## src/rtl/color_class_overlay.sv

```systemverilog
// Class-coloured overlay renderer with per-frame class pixel counters; 2-cycle fixed latency.
// Optional ALPHA_BLEND_EN: blend palette into source pixel instead of hard replacement.
module color_class_overlay #(
    parameter int CNT_W       = 20,
    parameter int ALPHA_SHIFT = 1
) (
    input  logic             i_clk,
    input  logic             i_rst,
    input  logic             i_en,
    input  logic             i_de,
    input  logic             i_hs,
    input  logic             i_vs,
    input  logic [7:0]       i_r,
    input  logic [7:0]       i_g,
    input  logic [7:0]       i_b,
    input  logic [1:0]       i_class,
    output logic             o_de,
    output logic             o_hs,
    output logic             o_vs,
    output logic [7:0]       o_r,
    output logic [7:0]       o_g,
    output logic [7:0]       o_b,
    output logic [CNT_W-1:0] o_cnt_red,
    output logic [CNT_W-1:0] o_cnt_blue,
    output logic [CNT_W-1:0] o_cnt_yel,
    output logic             o_cnt_valid
);

    logic        r_s1_de, r_s1_hs, r_s1_vs, r_s1_ovl;
    logic [23:0] r_s1_px, r_s1_pal;
    logic        r_en_lat;
    logic [23:0] w_pal, w_ovl;
    logic        w_vs_rise;

    logic [CNT_W-1:0] r_run [1:3];
    logic [CNT_W-1:0] r_cnt [1:3];

    // Stage-1 vs register doubles as the edge-detect delay.
    assign w_vs_rise = i_vs & ~r_s1_vs;

    always_comb begin
        w_pal = 24'h000000;
        case (i_class)
            2'b11:   w_pal = 24'hFF0000;
            2'b01:   w_pal = 24'h0000FF;
            2'b10:   w_pal = 24'hFFFF00;
            default: w_pal = 24'h000000;
        endcase
    end

`ifdef ALPHA_BLEND_EN
    for (genvar c = 0; c < 3; c++) begin : g_blend
        logic signed [9:0] w_diff, w_sum;
        assign w_diff = $signed({2'b00, r_s1_pal[c*8+:8]}) - $signed({2'b00, r_s1_px[c*8+:8]});
        assign w_sum  = $signed({2'b00, r_s1_px[c*8+:8]}) + (w_diff >>> ALPHA_SHIFT);
        assign w_ovl[c*8+:8] = w_sum[7:0];
    end
`else
    assign w_ovl = r_s1_pal;
`endif

    always_ff @(posedge i_clk or posedge i_rst) begin
        if (i_rst) begin
            r_s1_de  <= 1'b0;
            r_s1_hs  <= 1'b0;
            r_s1_vs  <= 1'b0;
            r_s1_ovl <= 1'b0;
            r_s1_px  <= 24'h0;
            r_s1_pal <= 24'h0;
            r_en_lat <= 1'b0;
            o_de     <= 1'b0;
            o_hs     <= 1'b0;
            o_vs     <= 1'b0;
            {o_r, o_g, o_b} <= 24'h0;
        end else begin
            r_s1_de  <= i_de;
            r_s1_hs  <= i_hs;
            r_s1_vs  <= i_vs;
            r_s1_ovl <= (i_class != 2'b00);
            r_s1_px  <= {i_r, i_g, i_b};
            r_s1_pal <= w_pal;
            if (w_vs_rise)
                r_en_lat <= i_en;
            o_de <= r_s1_de;
            o_hs <= r_s1_hs;
            o_vs <= r_s1_vs;
            // r_en_lat is already updated when the vs-rise pixel reaches this stage.
            if (!r_s1_de)
                {o_r, o_g, o_b} <= 24'h0;
            else if (!r_en_lat || !r_s1_ovl)
                {o_r, o_g, o_b} <= r_s1_px;
            else
                {o_r, o_g, o_b} <= w_ovl;
        end
    end

    always_ff @(posedge i_clk or posedge i_rst) begin
        if (i_rst) begin
            for (int k = 1; k <= 3; k++) begin
                r_run[k] <= '0;
                r_cnt[k] <= '0;
            end
            o_cnt_valid <= 1'b0;
        end else begin
            o_cnt_valid <= w_vs_rise;
            for (int k = 1; k <= 3; k++) begin
                if (w_vs_rise) begin
                    r_cnt[k] <= r_run[k];
                    r_run[k] <= (i_de && i_class == 2'(k)) ? CNT_W'(1) : '0;
                end else if (i_de && i_class == 2'(k) && r_run[k] != '1) begin
                    r_run[k] <= r_run[k] + CNT_W'(1);
                end
            end
        end
    end

    assign o_cnt_red  = r_cnt[3];
    assign o_cnt_blue = r_cnt[1];
    assign o_cnt_yel  = r_cnt[2];

endmodule

```

## config.mk

```make
export PLATFORM = sky130hd
export DESIGN_NAME = color_class_overlay
export DESIGN_NICKNAME = d
export VERILOG_FILES = /design/src/rtl/color_class_overlay.sv
export SDC_FILE = /design/constraint.sdc
export NUM_CORES = 1
export LEC_CHECK = 0
export BUFFER_PORTS_ARGS = -buffer_cell sky130_fd_sc_hd__buf_2
export CAP_MARGIN = 20
export CORE_MARGIN = 5
export CORE_UTILIZATION = 58
export CTS_BUF_LIST = sky130_fd_sc_hd__clkbuf_4
export DETAILED_ROUTE_END_ITERATION = 10
export MAX_ROUTING_LAYER = met4
export PLACE_DENSITY = 0.81
export SYNTH_ARGS = -nofsm -noshare
export SYNTH_HDL_FRONTEND = slang
export SYNTH_SLANG_ARGS = --single-unit
```

## constraint.sdc

```tcl
create_clock -name i_clk -period 6.55 [get_ports i_clk]
set_input_delay 0.655 -clock i_clk [delete_from_list [all_inputs] [get_ports i_clk]]
set_output_delay 0.655 -clock i_clk [all_outputs]
set_load 0.02 [all_outputs]
```

==> results of run 1 <==
-- area by class of cell --
class	instances	area, um^2
well taps	172	215
inverters	7	31.3
fillers	1055	4250
clock buffers	18	135
flip-flops and latches	180	4500
multi-input cells	510	2810
repair buffers	124	656
clock inverters	13	70.1
-- path summary, 6_finish.rpt --
check,start,endpoint,slack [ns],depth (start not counted)
worst max-delay path,r_s1_vs,r_run[57],3.79,6
worst min-delay path,i_r[3],r_s1_px[19],0.19,1
worst max register to register,r_s1_vs,r_run[57],3.79,6
worst min register to register,r_s1_hs,o_hs,0.37,0
max in group asynchronous,i_rst,r_run[44],4.55,5
min in group asynchronous,i_rst,o_cnt_red[12],0.56,3
-- sequential cells by signal, summed over array words and instances (netlist names), 3 cells and up --
register	flops
o_r	8
o_b	8
o_cnt_yel	20
r_run	60
r_s1_px	24
o_g	8
o_cnt_red	20
r_s1_pal	3
o_cnt_blue	20
-- cell families (layout without fill, tap and decap cells) --
kind of cell               after synthesis  after routing  synth area share [%]
AOI/OAI and AO/OA                       86             86                  8.10
DFF                                    180            180                  60.0
and+or+nand+nor                        380            380                  24.0
xor gates and xnor gates                38             38                  4.43
adders and majority gates                3              3                 0.500
muxes                                    3              3                 0.400
buffers and inverters                   47            162                  2.62
-- cells in the final DEF (no fill, tap or decap), types with 3 or more instances in the layout --
cell type  instances
nand4_1           11
xor2_1             9
nand2b_1           3
nand2_1          206
nand4_2            3
buf_2            119
nor2_1            56
xnor2_1           29
a31oi_1            6
o21ai_0           11
ha_1               3
nand3b_1           3
and3_1            17
nor3_1             7
a211oi_1           7
clkinv_2           7
clkbuf_4          18
dfrtp_1          180
and4_1             6
and2_1             3
a21oi_1           34
a2111oi_2          3
nor2b_1           26
clkinv_1           3
mux2i_1            3
nand3_1           17
buf_4              3
nor4_1             7
o211ai_1           3
a311oi_1           6
inv_1              5
-- per-layer routing --
layer,vias to the layer above,global-route usage (%),wire [um]
li1,2671,-,-
met1,2763,28.6,6760
met2,138,34.2,7450
met3,16,5.99,893
met4,0,6.16,195
met5,-,-,0
-- power breakdown --
part	internal, mW	switching, mW
registers	1.15	0.0199
logic	0.0449	0.104
clock network	0.143	0.352
-- repair_timing --
item,4_1_cts,5_1_grt
setup buffers,0,0
resized for setup,0,0
hold endpoints to repair,0,22
endpoints found under the setup margin,0,0
hold buffers,0,1
==> results.toml, run 1 <==
[sta]
setup-tns-final_ns = 0
clock_skew_ns = 0.0149
slew_headroom_pct = 45.7
rsz0062_at_grt = "false"
hold_violations = 0
min_period_ns = 2.76
setup_violations = 0
fin_ws_ns = 3.79
fmax_mhz = 362
timing.hold.ws_ns = 0.195
worst_pin_slew_ns = 0.815
slew_violations = 0
timing.final.crit_share_pct = 42.1

[global_routing]
grt_usage_pct = 21.9
grt_antenna_before_repair = 0
overflow = 0
grt_max_degree = 126
first_global_vias = 5526
grt_pass1_wl_um = 25700

[drt]
drtIter0Drc = 345
wl_per_cell_um = 14.9
vias = 5588
drt_pre_antenna_iters = 4
via_per_inst = 5.46
final_antenna_net_count = 0
drc = 0
routed_wl_um = 15300

[clocking]
numCtsBuffers = 17
root_buffer = "clkbuf_4"
htreeDepth = 4
clock_path_buffers = 2
clkTransAtPathRegs_ns = 0.13
insertion_delay_ns = 0.56
clock_sinks = 180
cts_tree = "built"

[setup_path]
path_delay_family = "buffers and inverters"
crit_path_end_kind = "flop"
crit_chain = "nand2b_2 > buf_4 > inv_2 > buf_4 > nor2_1 > a41o_1"
worstPathArrival_ns = 3.22
crit_path_top_delay_cell = "inv_2"
max_stage_delay_ns = 0.68
start_kind = "flop"
path_buf_inv = 3
worst_path_most_repeated_cell = "buf_4"
worstPathMaxFanout = 84
criticalPathCategory = "flop to flop"
required_ns = 7.01

[synth]
synth.most_common_cell = "nand2_1"
synth_area_leaders = "dfrtp_1, nand2_1, xnor2_1, nor2_1, a21oi_1"
netlist_instances = 737
avgSynthCellArea_um2 = 10.2
synth_top_area_share_pct = 60.0
synth_nets = 772
synth_area_leader_cell = "dfrtp_1"
synth_seq_cells = 180
synth-async-reset-ratio_pct = 100
yosysWarnings = 0
syn_area_um2 = 7510
ys_seq_area_share_pct = 60.0
synthDistinctLibCells = 56
synth_commonest_cells = "nand2_1, dfrtp_1, nor2_1, a21oi_1, xnor2_1"
synth_edf_count = 0
synth_ff_type = "dfrtp_1"

[place]
place.gp.congestion = 0.807
pre_cts_slack_ns = 3.54
io_buffers = 119
dpl_cell_area_um2 = 8180
dp_cells = 991
dpl.hpwl_um = 10400

[finish]
layout-drive-gt1-share_pct = 20.7
fin_cells = 1024
synthToLayoutAreaGrowth_pct = 12.2
fin_util_pct = 66.5
fin_area_um2 = 8420
fin_nets = 875
antenna_cells = 0

[floorplanning]
start_util_pct = 59.2
core_region_area_um2 = 12700
top_level_ports = 120
die_h_um = 124
die_w_um = 124
fp-row-count = 41
die_area_um2 = 15300

[power_and_ir_drop]
power.total_mw = 1.81
leakagePower_nw = 4.29
pwr_density_cell_nw_per_um2 = 215
ir_worst_vdd_mv = 0.150

[min_path]
hp-class = "primary input to flop"

[job]
timing.max_cap.violations = 0

[outcome]
outcome = "finished clean"
Note: power is estimated with default switching activity, not from simulation.
==> inputs of run 2 (changes only) <==
Settings changed: CORE_UTILIZATION 58 to 53, PLACE_DENSITY 0.81 to 0.78.
Clock period 6.55 ns to 2.5 ns, I/O delays scaled along.
==> run 2 against run 1 <==
Against the previous run:
- flip-flop and latch count is the same
- first-iteration DRC count is 8.1% higher
- cell count up 3.9%
- non-clock buffer count rose by 31
- worst setup slack lost 3.4 ns
- clock power grew to 3.5 times the previous value
- largest cell class unchanged
- core utilization fell by 2.5 points
- critical path type unchanged
==> results.toml, run 2 (synthesized netlist as in run 1, its figures left out) <==
[clocking]
clock_path_buffers = 2
root_buffer = "clkbuf_4"
insertion_delay_ns = 0.56
numCtsBuffers = 17
htreeDepth = 4
clkTransAtPathRegs_ns = 0.14
cts_tree = "built"
clock_sinks = 180

[finish]
top_register = "r_run"
final_cell_mix = "nand2_1, dfrtp_1, buf_2, nor2_1, a21oi_1"
synthToLayoutAreaGrowth_pct = 18.2
largest_reg_flops = 60
fill_cells = 1116
layout-drive-gt1-share_pct = 20.5
reg_top3 = "r_run (60), r_s1_px (24)"
fin_util_pct = 63.9
antenna_cells = 0
fin_nets = 906
final_common_cell = "nand2_1"
fin_cells = 1064

[setup_path]
r2r_end = "r_run[53]"
required_ns = 2.99
ff2ff_path_depth = 5
crit_chain = "and4_1 > and3_1 > a211oi_4 > nor3b_2 > mux2i_1"
max_stage_delay_ns = 0.46
criticalPathCategory = "flop to flop"
worstPathMaxFanout = 15
r2r-start = "r_run[51]"
crit_path_end_kind = "flop"
r2r_setup_slack_ns = 0.37
crit_start = "r_run[51]"
start_kind = "flop"
crit_path_top_delay_cell = "a211oi_4"
worstPathArrival_ns = 2.62

[min_path]
hold_depth = 2
hp-class = "primary input to flop"
hold_end = "r_s1_px[6]"
hp-start = "i_b[6]"

[global_routing]
grt_usage_pct = 20.3
grt_antenna_before_repair = 0
overflow = 0
first_global_vias = 5576
grt_max_degree = 101
grt_pass1_wl_um = 26500

[drt]
routed.top_layer = "met4"
wl_per_cell_um = 14.7
drt-met1-wl_um = 7280
vias = 5565
drc = 0
wl_met3_um = 772
routed_wl_um = 15600
drt_pre_antenna_iters = 5
via_per_inst = 5.23
drtIter0Drc = 373
final_antenna_net_count = 0
wl_met2_um = 7380

[floorplanning]
start_util_pct = 54.1
die_w_um = 129
die_area_um2 = 16600
die_h_um = 129
top_level_ports = 120
core_region_area_um2 = 13900
fp-row-count = 43

[sta]
setup-tns-final_ns = 0
setup_violations = 0
clock_skew_ns = 0.0111
slew_violations = 0
slew_headroom_pct = 48.8
fmax_mhz = 470
hold_violations = 0
timing.final.crit_share_pct = 85.2
worst_pin_slew_ns = 0.768
rsz0062_at_grt = "false"
min_period_ns = 2.13

[place]
io_buffers = 119
dpl.hpwl_um = 9950
place.gp.congestion = 0.808
dp_cells = 1001

[outcome]
outcome = "finished clean"

[power_and_ir_drop]
ir_worst_vdd_mv = 0.276
pwr_density_cell_nw_per_um2 = 588
leakagePower_nw = 4.48

[job]
timing.max_cap.violations = 0
-- run 2: cell count changes in the layout (fill, tap and decap cells not counted) --
| cell | change |
|---|---|
| buf_16 | -1 |
| clkinv_1 | -3 |
| inv_6 | +1 |
| clkinv_4 | +3 |
| dlygate4sd3_1 | +30 |
| clkinvlp_4 | +1 |
| clkinv_2 | -5 |
| inv_8 | +1 |
| bufinv_16 | +3 |
| buf_4 | -2 |
| buf_12 | +4 |
-- run 2: worst max path at each step --
stage / endpoint / slack (ns) / depth (start not counted)
CTS: r_run[53] / 0.38 / 5
floorplan: o_b[0] / -0.06 / 1
detailed placement: r_run[53] / 0.44 / 5
global route: r_run[40] / 0.23 / 5
global placement: r_run[53] / 0.52 / 5
finish: r_run[53] / 0.37 / 5
-- run 2: layer usage --
layer  global-route usage [%]  vias up
met3                     4.04       17
met4                     5.93        0
met5                        -        -
met1                     27.7     2686
met2                     31.4      132
li1                         -     2730
-- run 2: report_power, final --
group	leakage (nW)	switching [mW]	internal, mW
clock network	0.165	1.01	0.720
registers	2.40	0.0545	3.00
logic	1.91	0.285	0.155
total	4.48	1.34	3.88
-- run 2: worst max-delay path, delay by kind of cell (launching register included) --
family	cells	cell delay, ns
compound gates	1	0.46
flops	1	0.45
mux	1	0.19
simple gates	3	0.95
-- run 2: final cells by class --
type	instances	area, um^2	area share [%]
Clock inverter	14	179	2.02
Inverter	7	30.0	0.338
Sequential cell	180	4500	50.7
Clock buffer	18	135	1.52
Tap cell	180	225	2.54
Timing Repair Buffer	155	993	11.2
Multi-Input combinational cell	510	2810	31.6
-- run 2: stage by stage --
stage               setup WS, ns  area [um^2]  power (mW)  hold slack, ns
finish                     0.371         8880        5.22           0.330
detailed placement         0.438         8250        3.51           0.358
CTS                        0.384         8880        5.27           0.285
global route               0.225         8880        5.47           0.275
global placement           0.516         8250        3.50           0.333
floorplan                -0.0586         7510        3.36           0.281
-- run 2: timing repair --
action | CTS | global route
setup endpoints to repair | 0 | 0
hold buffers | 31 | 0
gates resized for setup | 0 | 0
hold endpoints to repair | 212 | 0
setup buffers | 0 | 0
==> inputs of run 3 (changes only) <==
Settings changed: GPL_TIMING_DRIVEN set to 0.
==> run 3 against run 2 <==
Against the previous run:
- cell area up 1.7%
- critical path depth is 2 higher
- sequential share of layout area shrank 0.87 points
- routed wire length grew 8.2%
- critical endpoint is now r_run[28]
==> results.toml, run 3 (synthesized netlist as in run 1, its figures left out) <==
[power_and_ir_drop]
ir_worst_vdd_mv = 0.429
power_switching_mw = 1.37
swShare_pct = 26.7
pwr_density_cell_nw_per_um2 = 569
power.total_mw = 5.14
p_int_mw = 3.77
leakagePower_nw = 4.56
p_seq_share_pct = 59.3
p_comb_share_pct = 9.1
clockPowerShare_pct = 31.6

[floorplanning]
start_util_pct = 54.1
die_h_um = 129
fp-row-count = 43
die_area_um2 = 16600
top_level_ports = 120
core_region_area_um2 = 13900
die_w_um = 129

[sta]
fin_ws_ns = 0.480
hold_violations = 0
setup-tns-final_ns = 0
fmax_mhz = 495
clock_skew_ns = 0.0112
slew_headroom_pct = 58.9
timing.final.crit_share_pct = 80.8
timing.hold.ws_ns = 0.262
worst_pin_slew_ns = 0.616
setup_violations = 0
rsz0062_at_grt = "false"
slew_violations = 0
min_period_ns = 2.02

[min_path]
hp-class = "primary input to asynchronous set/reset pin"

[drt]
via_per_inst = 5.18
drtIter0Drc = 373
wl_per_cell_um = 15.3
final_antenna_net_count = 0
routed_wl_um = 16900
drt_pre_antenna_iters = 4
vias = 5721
drc = 0

[global_routing]
grt_usage_pct = 22.3
grt_antenna_before_repair = 0
overflow = 0
first_global_vias = 5836
grt_max_degree = 40
grt_pass1_wl_um = 28800

[finish]
final_common_cell = "nand2_1"
top_register = "r_run"
register_area_um2 = 4500
fill_cells = 1146
largest_reg_flops = 60
final_cell_mix = "nand2_1, dfrtp_1, buf_2, nor2_1, a21oi_1"
reg_top3 = "r_run (60), r_s1_px (24)"
synthToLayoutAreaGrowth_pct = 20.3
fin_util_pct = 65.1
fin_area_um2 = 9030
fin_cells = 1105
multi_input_area_um2 = 2810
layout-drive-gt1-share_pct = 20.1
fin_nets = 947
antenna_cells = 0

[place]
dpl_cell_area_um2 = 8430
pre_cts_slack_ns = 0.533
dpl.hpwl_um = 12000
io_buffers = 119
place.gp.congestion = 0.829
dp_cells = 1041

[setup_path]
criticalPathCategory = "flop to flop"
required_ns = 2.97
worstPathMaxFanout = 9
worstPathArrival_ns = 2.49
crit_path_end_kind = "flop"
start_kind = "flop"

[clocking]
hold_buffers = 32
cts_resized = 0
numCtsBuffers = 17
root_buffer = "clkbuf_4"
clock_sinks = 180
insertion_delay_ns = 0.56
htreeDepth = 4
cts_setup_buffers = 0
cts_tree = "built"
clkTransAtPathRegs_ns = 0.14
clock_path_buffers = 2

[job]
timing.max_cap.violations = 0

[outcome]
outcome = "finished clean"
[run 3: changes by cell type in the layout (fill, tap and decap cells not counted), moves of 2 or more]
cell	change
clkinv_4	-2
clkbuf_1	+28
buf_2	+7
inv_6	+3
buf_1	+3
clkinv_1	+2
[run 3: final timing paths]
| check | from | end | slack, ns | cells past startpoint |
|---|---|---|---|---|
| worst max-delay path | r_run[20] | r_run[28] | 0.48 | 7 |
| worst min-delay path | i_rst | r_s1_hs | 0.26 | 3 |
| worst max register to register | r_run[20] | r_run[28] | 0.48 | 7 |
| worst min register to register | r_s1_hs | o_hs | 0.38 | 0 |
| max in group asynchronous | i_rst | o_g[0] | 1.54 | 5 |
| min in group i_clk | i_hs | r_s1_hs | 0.32 | 2 |
[run 3: routing by layer]
layer,up-vias,part of all wire [%],global-route usage (%)
met4,0,1.2,5.99
met3,18,5.9,5.44
li1,2813,-,-
met5,-,0,-
met2,138,47,34.5
met1,2752,46,29.9
[run 3: cell type report]
cell class                      count  share of cell area [%]
Sequential cell                   180                    49.9
Multi-Input combinational cell    510                    31.1
Timing Repair Buffer              156                    11.2
Tap cell                          180                    2.49
Buffer                             40                    1.88
Clock inverter                     15                    1.68
Clock buffer                       17                    1.41
Inverter                            7                   0.333
[run 3: critical path, cell delays in order (launching register included)]
cell,delay (ns)
dfrtp_1,0.42
ha_1,0.16
clkbuf_1,0.32
and3_1,0.24
nand2_1,0.19
a21oi_1,0.29
a21oi_1,0.11
a31o_2,0.21
[run 3: power groups by stage]
stage | clock (mW) | combinational (mW) | sequential (mW)
after floorplan | 0 | 0.197 | 3.16
after global placement | 0 | 0.403 | 3.10
after detailed placement | 0 | 0.432 | 3.11
after CTS | 1.67 | 0.473 | 3.05
after global routing | 1.80 | 0.523 | 3.07
final | 1.62 | 0.466 | 3.05
